==> src/rtl/usb_rx_ll.sv <==
// rtl/usb_rx_ll.sv - full-speed USB low-level receiver (DPLL, NRZI, unstuff, SYNC/EOP)
//
// Purpose:
//   Takes the PHY's filtered D+/D- levels and line-change pulse at 48 MHz
//   (4x the 12 Mb/s bit rate), recovers a one-per-bit sample strobe with a
//   transition-locked 2-bit DPLL, NRZI-decodes J/K samples, removes stuffed
//   bits and tracks the packet framing (SYNC .. EOP). Each recovered data bit
//   is handed downstream as a registered one-cycle strobe, LSB first.
//
// Parameters:
//   SYNC_ZEROS      decoded zeros required just before the closing 1 of SYNC
//   BUS_RST_CYCLES  consecutive SE0 clocks that signal a bus reset
//
// Optional feature macro:
//   USB_RX_BUS_RESET_EN  when defined, adds the SE0 duration counter that
//                        drives ll_bus_rst; otherwise ll_bus_rst is 0.
//
// Ports:
//   clk         in   48 MHz clock
//   rst         in   synchronous, active-high reset
//   rx_dp       in   filtered D+ level
//   rx_dn       in   filtered D- level
//   rx_chg      in   PHY line-change pulse
//   ll_bit      out  decoded data bit, qualified by ll_valid
//   ll_valid    out  one-cycle strobe per unstuffed data bit
//   ll_active   out  high from SYNC detect until EOP or error
//   ll_eop      out  one-cycle pulse on a good EOP
//   ll_err      out  one-cycle pulse on stuff error, SE1 or bad EOP
//   ll_bus_rst  out  bus reset level

module usb_rx_ll #(
    parameter int SYNC_ZEROS     = 3,
    parameter int BUS_RST_CYCLES = 120
) (
    input  logic clk,
    input  logic rst,
    input  logic rx_dp,
    input  logic rx_dn,
    input  logic rx_chg,
    output logic ll_bit,
    output logic ll_valid,
    output logic ll_active,
    output logic ll_eop,
    output logic ll_err,
    output logic ll_bus_rst
);

    typedef enum logic [1:0] {
        ST_IDLE   = 2'd0,
        ST_ACTIVE = 2'd1,
        ST_EOP    = 2'd2
    } state_t;

    // Newest decoded bit enters at the LSB, so a SYNC tail reads as 0..01.
    localparam logic [SYNC_ZEROS:0] SYNC_ALL_ONES = '1;
    localparam logic [SYNC_ZEROS:0] SYNC_PATTERN  = {{SYNC_ZEROS{1'b0}}, 1'b1};

    // Six consecutive ones force a stuffed zero on the wire.
    localparam logic [2:0] MAX_ONES = 3'd6;

    state_t                state_q,  state_d;
    logic [1:0]            phase_q,  phase_d;
    logic                  prev_q,   prev_d;    // D+ level of the last J/K sample (1 = J)
    logic [2:0]            ones_q,   ones_d;
    logic [SYNC_ZEROS:0]   sync_q,   sync_d;
    logic                  bit_q,    bit_d;
    logic                  valid_q,  valid_d;
    logic                  active_q, active_d;
    logic                  eop_q,    eop_d;
    logic                  err_q,    err_d;

    logic                  sym_j;
    logic                  sym_k;
    logic                  sym_se0;
    logic                  sym_se1;
    logic                  sym_jk;
    logic                  strobe;
    logic                  dec_bit;
    logic [SYNC_ZEROS:0]   sync_shift;

    // Line symbol decode and DPLL strobe.
    always_comb begin
        sym_j   =  rx_dp & ~rx_dn;
        sym_k   = ~rx_dp &  rx_dn;
        sym_se0 = ~rx_dp & ~rx_dn;
        sym_se1 =  rx_dp &  rx_dn;
        sym_jk  = sym_j | sym_k;

        // A change re-centres the phase so the strobe lands two clocks later,
        // near the middle of the new bit; a change on the strobe clock simply
        // pushes the strobe out rather than sampling a moving line.
        phase_d = rx_chg ? 2'd1 : phase_q + 2'd1;
        strobe  = (phase_q == 2'd2) && !rx_chg;

        // NRZI: no level change means 1.
        dec_bit    = (rx_dp == prev_q);
        sync_shift = {sync_q[SYNC_ZEROS-1:0], dec_bit};
    end

    // Framing FSM, next state and registered outputs.
    always_comb begin
        state_d  = state_q;
        prev_d   = prev_q;
        ones_d   = ones_q;
        sync_d   = sync_q;
        bit_d    = 1'b0;
        valid_d  = 1'b0;
        active_d = active_q;
        eop_d    = 1'b0;
        err_d    = 1'b0;

        if (strobe && sym_jk) begin
            prev_d = rx_dp;
        end

        if (strobe) begin
            case (state_q)
                ST_IDLE: begin
                    if (sym_jk) begin
                        if (sync_shift == SYNC_PATTERN) begin
                            state_d  = ST_ACTIVE;
                            active_d = 1'b1;
                            // The closing 1 of SYNC counts toward the stuffing run.
                            ones_d   = 3'd1;
                            sync_d   = SYNC_ALL_ONES;
                        end else begin
                            sync_d = sync_shift;
                        end
                    end else begin
                        // SE0/SE1 in idle break any partial SYNC.
                        sync_d = SYNC_ALL_ONES;
                    end
                end

                ST_ACTIVE: begin
                    if (sym_se0) begin
                        state_d = ST_EOP;
                    end else if (sym_se1) begin
                        state_d  = ST_IDLE;
                        active_d = 1'b0;
                        err_d    = 1'b1;
                    end else if (ones_q == MAX_ONES) begin
                        if (dec_bit) begin
                            state_d  = ST_IDLE;
                            active_d = 1'b0;
                            err_d    = 1'b1;
                        end else begin
                            ones_d = 3'd0;
                        end
                    end else begin
                        valid_d = 1'b1;
                        bit_d   = dec_bit;
                        ones_d  = dec_bit ? ones_q + 3'd1 : 3'd0;
                    end
                end

                ST_EOP: begin
                    if (sym_se0) begin
                        state_d = ST_EOP;
                    end else if (sym_j) begin
                        state_d  = ST_IDLE;
                        active_d = 1'b0;
                        eop_d    = 1'b1;
                    end else begin
                        state_d  = ST_IDLE;
                        active_d = 1'b0;
                        err_d    = 1'b1;
                    end
                end

                default: begin
                    state_d  = ST_IDLE;
                    active_d = 1'b0;
                    sync_d   = SYNC_ALL_ONES;
                end
            endcase
        end
    end

    always_ff @(posedge clk) begin
        if (rst) begin
            state_q  <= ST_IDLE;
            phase_q  <= 2'd0;
            prev_q   <= 1'b1;
            ones_q   <= 3'd0;
            sync_q   <= SYNC_ALL_ONES;
            bit_q    <= 1'b0;
            valid_q  <= 1'b0;
            active_q <= 1'b0;
            eop_q    <= 1'b0;
            err_q    <= 1'b0;
        end else begin
            state_q  <= state_d;
            phase_q  <= phase_d;
            prev_q   <= prev_d;
            ones_q   <= ones_d;
            sync_q   <= sync_d;
            bit_q    <= bit_d;
            valid_q  <= valid_d;
            active_q <= active_d;
            eop_q    <= eop_d;
            err_q    <= err_d;
        end
    end

    assign ll_bit    = bit_q;
    assign ll_valid  = valid_q;
    assign ll_active = active_q;
    assign ll_eop    = eop_q;
    assign ll_err    = err_q;

`ifdef USB_RX_BUS_RESET_EN
    // Bus reset watches the raw line every clock, independent of the DPLL
    // and of the framing FSM.
    localparam int              CNT_W   = $clog2(BUS_RST_CYCLES + 1);
    localparam logic [CNT_W-1:0] CNT_MAX = CNT_W'(BUS_RST_CYCLES);

    logic [CNT_W-1:0] se0_cnt_q, se0_cnt_d;
    logic             bus_rst_q, bus_rst_d;

    always_comb begin
        se0_cnt_d = '0;
        bus_rst_d = 1'b0;
        if (sym_se0) begin
            se0_cnt_d = (se0_cnt_q == CNT_MAX) ? se0_cnt_q : se0_cnt_q + 1'b1;
            bus_rst_d = (se0_cnt_d == CNT_MAX);
        end
    end

    always_ff @(posedge clk) begin
        if (rst) begin
            se0_cnt_q <= '0;
            bus_rst_q <= 1'b0;
        end else begin
            se0_cnt_q <= se0_cnt_d;
            bus_rst_q <= bus_rst_d;
        end
    end

    assign ll_bus_rst = bus_rst_q;
`else
    // Feature compiled out: a legal (non-negative) cycle count makes this 0.
    assign ll_bus_rst = (BUS_RST_CYCLES < 0);
`endif

endmodule

==> config.mk <==
export PLATFORM = sky130hd
export DESIGN_NAME = usb_rx_ll
export DESIGN_NICKNAME = d
export VERILOG_FILES = /design/src/rtl/usb_rx_ll.sv
export SDC_FILE = /design/constraint.sdc
export NUM_CORES = 1
export LEC_CHECK = 0
export ABC_AREA = 1
export BUFFER_PORTS_ARGS = -buffer_cell sky130_fd_sc_hd__buf_2
export CAP_MARGIN = 20
export CORE_MARGIN = 2
export CORE_UTILIZATION = 30
export DETAILED_ROUTE_END_ITERATION = 6
export PLACE_DENSITY = 0.51
export SETUP_SLACK_MARGIN = 0.1
export SYNTH_ARGS = -nofsm -noshare
export SYNTH_HDL_FRONTEND = slang
export SYNTH_SLANG_ARGS = --single-unit
==> constraint.sdc <==
create_clock -name clk -period 2.8 [get_ports clk]
set_input_delay 0.56 -clock clk [delete_from_list [all_inputs] [get_ports clk]]
set_output_delay 0.56 -clock clk [all_outputs]
set_load 0.05 [all_outputs]
# Word-level counts from Yosys, hierarchy flattened
# Index checks and enable logic that the tools add are counted.
[word_totals] ff_bits=16 inputBits=5 output_inout_bits=6 elab_cells=92
[op_classes] mux=37 bitwise_logic=11 add_sub_neg=2 n_eq_ne=16 n_reduce_logical=15
[op_table] operator="$mux W3" n=9
[op_table] operator="$mux W1" n=16
[op_table] operator="$mux W2" n=7
[op_table] operator="$reduce_and A7 Y1" n=2
[op_table] operator="$pmux W3 S2" n=2
[op_table] operator="$ne A2 B2 Y1 const B" n=5
[op_table] operator="$ne A3 B3 Y1 const B" n=3
[op_table] operator="$ne A4 B4 Y1 const B" n=2
[op_table] operator="$not A1 Y1" n=6
[op_table] operator="$pmux W2 S3" n=1
[op_table] operator="$reduce_or A2 Y1" n=3
[op_table] operator="$reduce_or A6 Y1" n=1
[op_table] operator="$reduce_and A5 Y1" n=1
[op_table] operator="$reduce_or A5 Y1" n=1
[op_table] operator="$and A1 B1 Y1" n=4
[op_table] operator="$eq A2 B2 Y1 const B" n=2
[op_table] operator="$eq A4 B1 Y1 const B" n=1
[op_table] operator="$reduce_or A4 Y1" n=1
[op_table] operator="$add A3 B1 Y3 const B" n=1
[op_table] operator="$eq A3 B3 Y1 const B" n=1
[op_table] operator="$pmux W1 S3" n=1
[op_table] operator="$add A2 B1 Y2 const B" n=1
[op_table] operator="$eq A2 B1 Y1 const B" n=1
[op_table] operator="$logic_and A1 B1 Y1" n=2
[op_table] operator="other kinds (7)" n=7

# Logic depth before layout (Yosys ltp)
# Gate-level depths: netlist of run 1.
[logic_depth] word_depth=6 ltp_mapped=11 depth_no_buf=11

# Worst setup path before layout of run 1
# OpenSTA, ideal clock, no wires.
[synth_path] kind="in2reg" start="in rx_dn" end="reg ones_q[1]" t_arrival_ns=1.471 path_buffers=0 required_time_ns=2.686 setup_ns=0.114 path_slack_ns=1.216 cell_stages=9 path_cell_list="inv_1 > ha_1 > inv_1 > nor2_4 > nand3_2 > nand2_4 > nand2_4 > a21oi_1 > nor2_1"
[synth_between] elab_chain_cells=5 elab_cells_between_ends=10 cone_classes="eq/ne (3); bitwise (6); reduce/logical (1)"
[synth_rtl] element="start: declaration" line_no="38" text="input logic rx_dn,"
[synth_rtl] element="$not A1 Y1" line_no="83, 85"
[synth_rtl] element="$and A1 B1 Y1" line_no="83" text="sym_j = rx_dp & ~rx_dn;"
[synth_rtl] element="$or A1 B1 Y1" line_no="87" text="sym_jk = sym_j | sym_k;"
[synth_rtl] element="$ne A2 B2 Y1 (no line)"
[synth_rtl] element="$reduce_and A7 Y1 (no line) (*)"
[synth_rtl] element="end signal: assignment" line_no="196" text="ones_q <= ones_d;"
[synth_rtl] element="end: declaration" line_no="64" text="logic [2:0] ones_q, ones_d;"
# Mark *: on every way between the ends. The rest lies on a longest branch, timed or not.
# A chain may end at the register's enable or synchronous reset.

# Worst setup path after layout of run 1
[layout_path] start="reg state_q[1]" end="reg ones_q[1]"
[layout_between] elab_chain_cells=3 elab_cells_between_ends=10 cone_classes="eq/ne (6); mux (1); reduce/logical (3)"
[layout_rtl] element="start: declaration" line_no="61" text="state_t state_q, state_d;"
[layout_rtl] element="start signal: assignment" line_no="193" text="state_q <= state_d;"
[layout_rtl] element="$eq A2 B1 Y1 or $logic_not A2 Y1 (tied branches)" line_no="117" text="case (state_q)"
[layout_rtl] element="$ne A3 B3 Y1 (no line), or another cell as far along"
[layout_rtl] element="$reduce_and A7 Y1 (no line)"
# Several ways; a longest one is shown, not always the timed one.

==> metrics.txt, run 1 <==
antenna violations before repair=0; largest net degree at the start of global routing=10; Slowest-stage cell, CP=dfxtp_1; register area share after synthesis=32.7%; Worst setup EP type=flop; drt first pass iters=4; Final WS setup=approximately 1300 ps; setup TNS=0 ps; top cell type's share of synthesized area=between 30% and 40%; HPWL after DPL=1490 microns; routability cong.=0.786; Post-layout nets=160; synth top area cells=dfxtp_1, ha_1, nand2_1; Place WS=~980 ps; total wire length=~1900 microns; Worst Path Buf+Inv=2; share of cells above drive strength 1=18.1%; CP Cell Sequence=inv_1 -> ha_1 -> inv_1 -> nor3_4 -> nand2_1 -> nand2_2 -> nand2_4 -> a21oi_1 -> nor2_1; post-route minimum period=1550 ps; # rows=20; Crit path top cell by count=inv_1; Worst-Skew Late Latency=290 ps; DR WL/cell=9.95 microns; cell count after synthesis=133; overall routing resource usage=12.0%; endpoints failing setup=0; die height=between 60 and 70 microns; post-CTS setup buffer count=0; global route overflow=0; max frequency=0.645 GHz; hold crit path type=input pin to flop; number of buffers created by CTS=3; Ports=11; IO buf count=9; Leak=0.530 nW; CP Data Required Time=2990 ps; WHS=428 ps; dominant combinational cell family by area after synthesis=simple AND/OR/NAND/NOR gates; Setup Crit Path Kind=flop to flop; Routed Antenna Nets=0; clk root buf=clkbuf_4; PwrDens=383 nW/um^2; skew final=~2.8 ps; clock slew at reported path FFs=100 ps; vias post-DR=between 800 and 900; syn avg cell area=around 7.4 sq um; vias in the first global route=between 700 and 800; Slew Viols, Final=0; CP delay by family, top=simple AND/OR/NAND/NOR gates; status=finished clean; DIE WIDTH=between 60 and 70 microns; initial DRC count=18; post-synthesis mux area share=0%; clock sink count=16; Longest Clk Path Bufs=2; Crit path arrival time=1740 ps; Post-Synth Simple-Gate Area=37.5%; post-synthesis compound-gate area fraction=6.26%; Yosys cell types=20; warning count from the yosys run=0; max-cap violations=0; Final Hold Vio Count=0; area delta synth->final=12.4%; CP Max Fanout=8; Tcrit/Tclk final=between 50 and 60%; CTS tree=yes; Final Util=35.8%; n_diodes=0; CP peak stage delay=350 ps; area share of fa/ha/maj cells after synthesis=approximately an eighth; via/cell ratio=4.30; DRC Markers=0; die area=3740 sq um; RSZ-0062 raised after global routing=false; area leader, netlist=dfxtp_1; Synth Cell Area=980 sq um; core area=3080 sq um; Synth Area in XOR/XNOR=0%; first-pass GRT wire length=3250 microns; peak supply drop=204 uV; CTS H-tree depth=1; Post-CTS Hold Fix Bufs=0; number of synthesized register bits=16; CP startpoint kind=flop; syn_nets=148; Resize count post-CTS=0; Starting Density=31.8%
[placed cells by master, fill, tap and decap left out, drive strengths merged, types with 4 or more instances in the layout]
master	netlist	routed
a21oi	8	8
buf	2	9
clkbuf	0	4
dfxtp	16	16
ha	10	10
inv	23	23
nand2	36	36
nand3	16	16
nor2	10	10
nor3	6	6
[cell usage after synthesis, drive strengths merged]
cell type / number
a21oi: 8
buf: 2
conb: 1
dfxtp: 16
ha: 10
inv: 23
nand2: 36
nand3: 16
nand4: 2
nor2: 10
nor3: 6
o211ai: 1
o21ai: 2
[logic make-up after synthesis]
group                    count (synthesis)
flip-flops                              16
buffers and inverters                   25
AND/OR/NAND/NOR                         70
other                                    1
AO/OA/AOI/OAI                           11
adder cells (fa/ha/maj)                 10
[registers in the layout (all words and copies together), names as in the netlist]
register and flops:
ll_active 1, state_q 2, ll_err 1, ones_q 3, sync_q 3, phase_q 2, prev_q 1, ll_eop 1
ll_bit 1, ll_valid 1
[power by group]
group	switching (mW)	internal [mW]	leakage, nW	total, mW
Clock	0.0758	0.0792	0.0210	0.155
Sequential	0.00176	0.230	0.130	0.232
Combinational	0.0244	0.00980	0.379	0.0342
[layout make-up]
class	instances	area, sq um
Clock buffer	4	36.3
Sequential cell	16	320
Multi-Input combinational cell	92	558
Inverter	23	86.3
Tap cell	44	55.1
Timing Repair Buffer	9	45.0
Fill cell	339	1980
[per-stage QoR]
| step | instances | power [mW] | cell area (sq um) |
|---|---|---|---|
| after global routing | 188 | 0.452 | 1100 |
| final | 188 | 0.421 | 1100 |
| after CTS | 188 | 0.432 | 1100 |
| after floorplan | 133 | 0.263 | 980 |
| after global placement | 184 | 0.271 | 1060 |
| after detailed placement | 184 | 0.272 | 1060 |
[per-layer routing]
metal / vias to the layer above / global-route usage [%] / share of wire, %
li1: 440 / - / -
met1: 357 / 14.4 / 49
met3: 2 / 3.78 / 3.0
met5: - / 0 / 0
met4: 0 / 4.66 / 1.3
met2: 10 / 19.9 / 47
[final timing paths]
check / to / from / slack, ps / cells past startpoint
worst max-delay path: ones_q[1] / state_q[1] / 1250 / 9
worst max register to register: ones_q[1] / state_q[1] / 1250 / 9
worst min register to register: phase_q[0] / phase_q[0] / 440 / 1
worst min-delay path: phase_q[1] / rx_chg / 430 / 2
(Power assumes the default switching activity.)
==> run 2: changes to the inputs <==
--- a/config.mk
+++ b/config.mk
@@ -11,7 +11,7 @@
 export CORE_MARGIN = 2
 export CORE_UTILIZATION = 30
 export DETAILED_ROUTE_END_ITERATION = 6
-export PLACE_DENSITY = 0.51
+export PLACE_DENSITY = 0.53
 export SETUP_SLACK_MARGIN = 0.1
 export SYNTH_ARGS = -nofsm -noshare
 export SYNTH_HDL_FRONTEND = slang
==> constraint.sdc (replaced) <==
create_clock -name clk -period 1.39 [get_ports clk]
set_input_delay 0.278 -clock clk [delete_from_list [all_inputs] [get_ports clk]]
set_output_delay 0.278 -clock clk [all_outputs]
set_load 0.05 [all_outputs]
==> run 2 against run 1 <==
  * Final cell count grew 6.4%
  * Via count grew 9.9%
  * Clock skew grew 3.6 ps
  * Clock-buffer cell count is the same
  * Non-clock buffer count grew 12
  * Combinational power grew to 2.7 times the previous value
  * Maximum frequency grew 20%
==> metrics.txt, run 2 (synthesis gave the netlist of run 1 again) <==
status=finished clean (unchanged); PwrDens=670 nW/um^2 (was 383 nW/um^2); Worst-Skew Late Latency=290 ps (about the same); initial DRC count=17 (was 18); Crit path arrival time=1470 ps (was 1740 ps); CP Data Required Time=1570 ps (was 2990 ps); CP startpoint kind=flop (unchanged); Net Sw Frac=24.8% (was 24.2%); n_diodes=0 (unchanged); DIE WIDTH=61.1 microns (unchanged); antenna violations before repair=0 (unchanged); Slew Viols, Final=0 (unchanged); Top Registers=ones_q (3), sync_q (3) (unchanged); total wire length=2110 microns (was 1870 microns); Seq pwr share=53.5% (was 55.1%); CTS H-tree depth=1 (unchanged); RSZ-0062 raised after global routing=true (was false); area delta synth->final=33.2% (was 12.4%); Tcrit/Tclk final=92.7% (was 55.3%); via/cell ratio=4.45 (was 4.30); DRC Markers=0 (unchanged); DR WL/cell=10.5 microns (was 9.95 microns); overall routing resource usage=12.9% (was 12.0%); Sw Pwr=217 uW (was 102 uW); number of buffers created by CTS=3 (unchanged); Worst setup EP type=flop (unchanged); hold crit path type=input pin to flop (unchanged); commonest non-fill, non-tap cell in the layout=nand2_1 (unchanged); Post-layout nets=172 (was 160); multi-input logic area=661 sq um (was 558 sq um); Longest Clk Path Bufs=2 (unchanged); max frequency=0.776 GHz (was 0.645 GHz); skew final=6.40 ps (was 2.84 ps); global route overflow=0 (unchanged); Leak=0.600 nW (was 0.530 nW); peak supply drop=318 uV (was 204 uV); Int Pwr=657 uW (was 319 uW); Final Hold Vio Count=0 (unchanged); r2r setup slk=100 ps (was 1250 ps); drt first pass iters=4 (unchanged); core area=3080 sq um (unchanged); vias in the first global route=847 (was 766); clock sink count=16 (unchanged); Starting Density=31.8% (unchanged); IO buf count=9 (unchanged); Ports=11 (unchanged); post-route minimum period=1290 ps (was 1550 ps); CTS tree=yes (unchanged); commonest non-fill, non-tap cells in the layout=nand2_1, inv_1, nand3_1 (was nand2_1, inv_1, dfxtp_1); Setup Crit Path Kind=flop to flop (unchanged); Reg area=329 sq um (was 320 sq um); routability cong.=0.810 (was 0.786); final total power=874 uW (was 421 uW); largest net degree at the start of global routing=10 (unchanged); combinational cell fraction of total power=10.7% (was 8.1%); Final Util=42.4% (was 35.8%); max-cap violations=0 (unchanged); HPWL after DPL=1550 microns (was 1490 microns); endpoints failing setup=0 (unchanged); first-pass GRT wire length=3570 microns (was 3250 microns); vias post-DR=889 (was 809); Routed Antenna Nets=0 (unchanged); # fillers=313 (was 339); clock slew at reported path FFs=90 ps (was 100 ps); # rows=20 (unchanged); share of cells above drive strength 1=43.6% (was 18.1%); clk root buf=clkbuf_4 (unchanged); clock share of power=35.9% (was 36.8%); CP Max Fanout=3 (was 8); die area=3740 sq um (unchanged); die height=61.1 microns (unchanged)
## run 2: cell types whose count changed in the layout (fill, tap and decap cells not counted), moves of 4 or more
| cell | before | now |
|---|---|---|
| dfxtp_1 | 16 | 11 |
| inv_1 | 22 | 15 |
| ha_4 | 0 | 4 |
| nand2_2 | 3 | 7 |
| inv_2 | 1 | 7 |
| nand2_1 | 29 | 23 |
| ha_1 | 10 | 4 |
| buf_4 | 0 | 12 |
| dfxtp_2 | 0 | 4 |
## run 2: stage by stage
step                      TNS, ps  setup slack (ps)  hold slack, ps  cells  cell area, sq um
after floorplan                 0               113             340    133               992
after global placement          0              3.29             422    194              1150
after detailed placement     -121             -55.4             425    194              1150
after CTS                       0               103             139    199              1250
after global routing            0              16.9             132    200              1310
final                           0               101             149    200              1310
## run 2: worst max-delay path: stages (launching register included)
cell and delay [ps]:
dfxtp_1 350, buf_4 130, ha_2 180, inv_1 60
a21oi_1 150, nor2_2 60, a21oi_1 160, nor2_1 80
## run 2: path summary, 6_finish.rpt
| check | cells after the start | to | startpoint |
|---|---|---|---|
| max | 7 | ll_active | state_q[1] |
| min | 2 | phase_q[1] | rx_chg |
| max reg2reg | 7 | ll_active | state_q[1] |
| min reg2reg | 1 | phase_q[0] | phase_q[0] |
## run 2: cell type report
type | count | area share, %
multi-input combinational | 92 | 50.6
inverter | 23 | 6.81
tap | 44 | 4.22
clock buffer | 4 | 2.78
timing repair buffer | 21 | 10.4
sequential | 16 | 25.2
## run 2: timing repair
item,CTS,global route
setup buffers,1,1
pin swaps,7,10
resized for setup,17,17
hold buffers,0,0
endpoints found under the setup margin,9,9
## run 2: power groups by stage
stage          Clock (mW)  Sequential [mW]  Combinational (mW)
2_1_floorplan           0            0.477              0.0563
3_3_place_gp            0            0.478              0.0831
3_5_place_dp            0            0.478              0.0853
4_1_cts             0.332            0.466              0.0880
5_1_grt             0.361            0.468               0.105
6_report            0.313            0.467              0.0935
## run 2: metal layers
layer  vias up  GRT usage (%)  wire (microns)
li1        465              -               -
met1       406           14.8             958
met2        16           22.6            1040
met3         2           4.62              96
met4         0           3.73              14
met5         -              0               0
